**config.mk**
```make
export PLATFORM = sky130hd
export DESIGN_NAME = serial_subtractor
export DESIGN_NICKNAME = d
export VERILOG_FILES = /design/src/rtl/serial_subtractor_pkg.sv /design/src/rtl/adder_1bit.sv /design/src/rtl/serial_subtractor.sv
export SDC_FILE = /design/constraint.sdc
export NUM_CORES = 1
export LEC_CHECK = 0
export BUFFER_PORTS_ARGS = -buffer_cell sky130_fd_sc_hd__buf_2
export CORE_UTILIZATION = 25
export CTS_CLUSTER_DIAMETER = 150
export DETAILED_ROUTE_END_ITERATION = 7
export GPL_ROUTABILITY_DRIVEN = 0
export PLACE_DENSITY_LB_ADDON = 0.1
export SLEW_MARGIN = 40
export SYNTH_ARGS = -nofsm -noshare
export SYNTH_HDL_FRONTEND = slang
export SYNTH_SLANG_ARGS = --single-unit
export TNS_END_PERCENT = 5
```
**constraint.sdc**
```tcl
create_clock -name clk -period 1.7 [get_ports clk]
set_input_delay 0.085 -clock clk [delete_from_list [all_inputs] [get_ports clk]]
set_output_delay 0.085 -clock clk [all_outputs]
set_load 0.005 [all_outputs]
```
**src/rtl/serial_subtractor_pkg.sv**
```systemverilog
// serial_subtractor_pkg: state encodings and default width shared with the ripple adder
package serial_subtractor_pkg;
  typedef enum logic [1:0] {S_IDLE = 2'd0, S_RUN = 2'd1, S_DONE = 2'd2} state_t;
  localparam int DEF_WIDTH = 8;
endpackage

```
**src/rtl/adder_1bit.sv**
```systemverilog
// adder_1bit: full-adder cell shared by the ripple adder and the serial subtractor
module adder_1bit (
  input  logic A,
  input  logic B,
  input  logic Cin,
  output logic S,
  output logic Cout
);
  assign S = A ^ B ^ Cin;
  assign Cout = (A & B) | (Cin & (A ^ B));
endmodule

```
**src/rtl/serial_subtractor.sv**
```systemverilog
// serial_subtractor: bit-serial D = A - B, LSB first, as A + ~B + 1 through one adder cell
module serial_subtractor
  import serial_subtractor_pkg::*;
#(
  parameter int WIDTH = DEF_WIDTH
) (
  input  logic             clk,
  input  logic             rst,
  input  logic             start,
  input  logic [WIDTH-1:0] A,
  input  logic [WIDTH-1:0] B,
  output logic             ready,
  output logic             busy,
  output logic [WIDTH-1:0] D,
  output logic             Bout,
  output logic             V,
  output logic             done
);
  localparam int CW = $clog2(WIDTH);
  state_t state;
  logic [WIDTH-1:0] sa, sb;
  logic [CW-1:0] cnt;
  logic carry, a_msb, b_msb, s, c_o;
  adder_1bit u_add (.A(sa[0]), .B(sb[0]), .Cin(carry), .S(s), .Cout(c_o));
  assign ready = state == S_IDLE;
  assign busy = state == S_RUN;
  always_ff @(posedge clk or posedge rst)
    if (rst) begin
      state <= S_IDLE;
      sa <= '0;
      sb <= '0;
      cnt <= '0;
      carry <= 1'b0;
      a_msb <= 1'b0;
      b_msb <= 1'b0;
      D <= '0;
      Bout <= 1'b0;
      V <= 1'b0;
      done <= 1'b0;
    end else
      case (state)
        S_IDLE:
          if (start) begin
            state <= S_RUN;
            sa <= A;
            sb <= ~B;
            carry <= 1'b1;
            cnt <= '0;
            a_msb <= A[WIDTH-1];
            b_msb <= B[WIDTH-1];
            D <= '0;
            Bout <= 1'b0;
            V <= 1'b0;
          end
        S_RUN: begin
          D <= {s, D[WIDTH-1:1]};
          sa <= sa >> 1;
          sb <= sb >> 1;
          carry <= c_o;
          cnt <= cnt + 1'b1;
          if (cnt == CW'(WIDTH - 1)) begin
            Bout <= ~c_o;
            V <= (a_msb != b_msb) && (s != a_msb);
            done <= 1'b1;
            state <= S_DONE;
          end
        end
        default: begin
          done <= 1'b0;
          state <= S_IDLE;
        end
      endcase
endmodule

```
## After elaboration in Yosys (flattened, before gate mapping)

Index checks and enable logic that the tools add are counted.

| storage, ports and cells | value |
|---|---|
| output and inout port bits | 13 |
| logic and storage cells | 54 |
| input bits | 19 |
| register bits after elaboration | 35 |

| operators by class | value |
|---|---|
| bitwise logic cells | 8 |
| multiplexer cells | 20 |
| reduce and logical (&&, ||, !) cells | 8 |
| add/subtract/negate cells | 1 |
| equal/unequal tests | 6 |

Operator list:

| operator | count |
|---|---|
| 8-bit case mux with 2 select lines | 3 |
| 8-bit 2-to-1 mux | 3 |
| 8-bit inverter | 1 |
| 1-bit case mux with 2 select lines | 4 |
| 2-bit AND reduction | 4 |
| 3-bit case mux with 2 select lines | 1 |
| 1-bit 2-to-1 mux | 5 |
| 2-bit 2-to-1 mux | 2 |
| 2-bit case mux with 2 select lines | 1 |
| 3-bit by 1-bit adder with 3-bit output, second input constant | 1 |
| 3-bit == test, second input constant | 1 |
| 3-bit 2-to-1 mux | 1 |
| 3-bit AND reduction | 1 |
| 1-bit bitwise AND | 2 |
| 2-bit by 1-bit == test with 1-bit output, second input constant | 1 |
| 2-bit zero test | 1 |
| 1-bit inequality test | 2 |
| 2-bit by 1-bit inequality test with 1-bit output, second input constant | 1 |
| 2-bit inequality test, second input constant | 1 |
| 1-bit inverter | 2 |
| 2-bit nonzero test | 1 |
| 1-bit XOR | 2 |
| 1-bit logical AND | 1 |
| 1-bit bitwise OR | 1 |

## Logic depth before layout (Yosys ltp)

| depth | value |
|---|---|
| depth in word-level cells | 6 |
| mapped depth | 6 |

## By module

Synthesis repeated with hierarchy kept, for this count alone.

| unflattened totals | value |
|---|---|
| cell total of the unflattened synthesis | 163 |
| area total of the unflattened synthesis | 1577.8 sq um |

By module, submodules not included:

| module | instances | cells each | area each (sq um) | sequential area each (sq um) |
|---|---|---|---|---|
| serial_subtractor | 1 | 162 | 1557.7 | 875.8 |
| adder_1bit | 1 | 1 | 20.0 | 0.0 |

## Worst setup path after synthesis

Ideal clock, no wire load.

| path | value |
|---|---|
| path type | register -> register |
| start point | reg state[0] |
| end point | reg V |
| library setup time | 0.118 ns |
| path buffers | 1 |
| arrival | 1.313 ns |
| cell stages (with the launch flop) | 5 |
| setup slack | 0.269 ns |
| path through | dfrtp_1 or3b_1 buf_6 a32o_1 a21o_1 |

| between the ends | value |
|---|---|
| longest elaborated chain between the ends | 3 |

RTL lines:

| what | RTL line | source |
|---|---|---|
| start: declaration | serial_subtractor.sv:20 | `state_t state;` |
| start signal: assignment | serial_subtractor.sv:29 | `state <= S_IDLE;` |
| start signal: assignment | serial_subtractor.sv:44 | `state <= S_RUN;` |
| start signal: assignment | serial_subtractor.sv:65 | `state <= S_DONE;` |
| 2-bit by 1-bit == test with 1-bit output or 2-bit zero test (tied branches) | serial_subtractor.sv:41 | `case (state)` |
| 2-bit by 1-bit inequality test with 1-bit output (no line) (tied with other cells) | -- |  |
| 3-bit AND reduction (no line) | -- |  |
| end signal: assignment | serial_subtractor.sv:63 | `V <= (a_msb != b_msb) && (s != a_msb);` |
| end: declaration | serial_subtractor.sv:16 | `output logic V,` |

Several ways; a longest one is shown, not always the timed one.
A chain may end at the register's enable or synchronous reset.

## Worst setup path in the final report

| path | value |
|---|---|
| start point | reg state[1] |
| end point | out busy |

| between the ends | value |
|---|---|
| longest elaborated chain between the ends | 1 |

RTL lines:

| what | RTL line | source |
|---|---|---|
| 2-bit by 1-bit == test with 1-bit output | serial_subtractor.sv:26 | `assign busy = state == S_RUN;` |
| end: declaration | serial_subtractor.sv:13 | `output logic busy,` |

Every way passes these cells.

==> flow_summary.json <==
{
  "status": "finished, final reports clean",
  "area_growth_pct": 24.61,
  "seq_area_frac_synth_pct": 57.24,
  "wire_per_inst_um": 12.49,
  "clk_path_buf_depth": 2,
  "synth_most_common_cell": "nand2_1",
  "ys_ff_latch": 35,
  "endpoint_kind": "output port",
  "slew_headroom_pct": 70.16,
  "met2RoutedLength_um": 1722,
  "synth-main-ff-cell": "dfrtp_1",
  "via_per_inst": 4.529,
  "finalCriticalPeriod_ns": 1.517,
  "htree_num_levels": 2,
  "clockRootBuffer": "clkbuf_8",
  "nets": 223,
  "ys_warn_count": 0,
  "grt_max_degree": 37,
  "netlist_top_cells_area": "dfrtp_1, nand2_1, nand3_1",
  "min-delay-path-class": "in2reg",
  "worstHoldPathCells": 2,
  "hold_viol": 0,
  "post-route-drc-count": 0,
  "hpwl_um": 2332,
  "netlist_instances": 163,
  "io_pins": 32,
  "grt_usage_pct": 11.96,
  "dp_cells": 264,
  "clk_pin_slew_worst_paths_ns": 0.06,
  "r2r_cells": 4,
  "worst_ep_required_time_ns": 1.62,
  "start_kind": "register",
  "ant_nets": 0,
  "r2r_start": "state[0]$_DFFE_PP0P_",
  "die_w_um": 80.24,
  "slew_viol_final": 0,
  "n_antenna_cell": 0,
  "drive_gt1_share_pct": 22.39,
  "met3WireLength_um": 133,
  "setup_tns_ns": 0,
  "worst_r2r_endpoint": "sb[5]$_DFFE_PP0P_",
  "die_h_um": 80.24,
  "dr.pass1.iters": 4,
  "period_share_pct": 89.22,
  "design_area_sq_um": 1907,
  "worst_pin_slew_ns": 0.4476,
  "grt_pass1_wl_um": 5664,
  "cts_sinks": 35,
  "yosys.cell_types.count": 26,
  "port_buffers": 31,
  "numCtsBuffers": 5,
  "clock_latency_ns": 0.29,
  "rsz0062_at_grt": "false",
  "setup.worst_path.class": "reg2out",
  "p_leak_nw": 0.9535,
  "maxCapViolations": 0,
  "synth_top_cell_area_share_pct": 57.24,
  "synth_area_sq_um": 1530,
  "hold_path_startpoint": "B[0]",
  "initial_core_util_pct": 25.85,
  "die_area_sq_um": 6438,
  "coreArea_sq_um": 5921,
  "final_cells": 276,
  "antenna_found_initial": 0,
  "crit_path_max_fanout": 13,
  "async_flop_share_pct": 100.0,
  "grt_pass1_vias": 1248,
  "rows": 28,
  "p_per_area_nw_per_um2": 1734,
  "drt-total-wl_um": 3448,
  "rrSetupSlack_ns": 0.20,
  "finalSetupViolCount": 0,
  "avgSynthCellArea_sq_um": 9.388,
  "vdd_ir_drop_max_mv": 0.3955,
  "highest_layer": "met4",
  "finalClockSkew_ns": 0.007201,
  "num_vias": 1250,
  "holdPathEnd": "sb[0]$_DFFE_PP0P_",
  "yosys-top-cells-count": "nand2_1, dfrtp_1, nand3_1, o211ai_1, o21ai_0",
  "syn_nets": 185,
  "max_freq_mhz": 659.3,
  "cp.arrival_ns": 1.43,
  "cts_tree": "yes",
  "placed_area_sq_um": 1768,
  "grt-ovfl-total": 0,
  "worst_slack_ns": 0.1833,
  "met1_length_um": 1520,
  "drt-initial-drc-count": 54,
  "synth_edf_count": 0,
  "yosysTopAreaCell": "dfrtp_1",
  "dp_slack_ns": 0.1908
}
## through the flow
stage / hold slack [ns] / power [mW] / util, %
floorplan: 0.1904 / 2.299 / -
global placement: 0.2086 / 2.698 / 29.86
CTS: 0.0007528 / 3.383 / 32.21
finish: 0.01444 / 3.307 / 32.21
global route: 0.009985 / 3.599 / 32.21
detailed placement: 0.2164 / 2.746 / 29.86
## metal layers
layer / vias to the layer above / global-route usage (%)
met5: - / 0
met4: 0 / 6.429
met3: 7 / 3.409
met2: 18 / 20.68
met1: 601 / 13.19
li1: 624 / -
## registers in the layout (all words and copies together) (netlist names)
| name | cells |
|---|---|
| state | 2 |
| sa | 8 |
| sb | 8 |
| Bout | 1 |
| done | 1 |
| V | 1 |
| a_msb | 1 |
| D | 8 |
| b_msb | 1 |
| carry | 1 |
| cnt | 3 |
## worst max-delay path, cell delays in order, from the launching register on
cell	delay, ns
dfrtp_1	0.42
nand2b_1	0.17
clkinv_2	0.19
buf_4	0.23
buf_2	0.13
## cell type report
type | count | area [sq um]
Fill cell | 637 | 4014
Sequential cell | 35 | 875.8
Multi-Input combinational cell | 111 | 575.6
Timing Repair Buffer | 42 | 250.2
Tap cell | 75 | 93.84
Clock buffer | 6 | 82.58
Inverter | 6 | 23.77
Clock inverter | 1 | 5.005
## cells in the final DEF (no fill, tap or decap), drive strengths merged, types with 2 or more instances in the layout
master and instances:
nor2 3, nand3 31, o21ai 7, buf 37, dlygate4sd3 5, inv 5
nand2b 2, a22o 2, ha 2, clkbuf 6, clkinv 2, nand2 46
o211ai 7, dfrtp 35
## how the worst max path moves through the flow
stage               cells after the start                  from           endpoint  slack [ns]
global placement                        4  state[1]$_DFFE_PP0P_      V$_DFFE_PP0P_        0.18
floorplan                               4  state[0]$_DFFE_PP0P_      V$_DFFE_PP0P_        0.27
detailed placement                      5  state[1]$_DFFE_PP0P_  sb[5]$_DFFE_PP0P_        0.19
CTS                                     4  state[1]$_DFFE_PP0P_               busy        0.16
global route                            4  state[0]$_DFFE_PP0P_               busy        0.08
finish                                  4  state[1]$_DFFE_PP0P_               busy        0.18
## power breakdown
part	total, mW	switching, mW	internal, mW
logic	1.29	0.765	0.530
clock network	0.600	0.283	0.317
registers	1.41	0.218	1.19
## timing repair
item                                    CTS  global route
buffers inserted                          0             0
endpoints found under the hold margin    39             0
hold buffers                              5             0
endpoints found under the setup margin    1             0
resized for setup                         1             0
## kinds of logic after synthesis
kind of cell | synth area share [%]
simple gates | 25.35
flops | 57.24
compound gates | 9.322
buf+inv | 5.151
fa+ha+maj | 2.943
No activity file was read; power rests on OpenSTA's default activity.
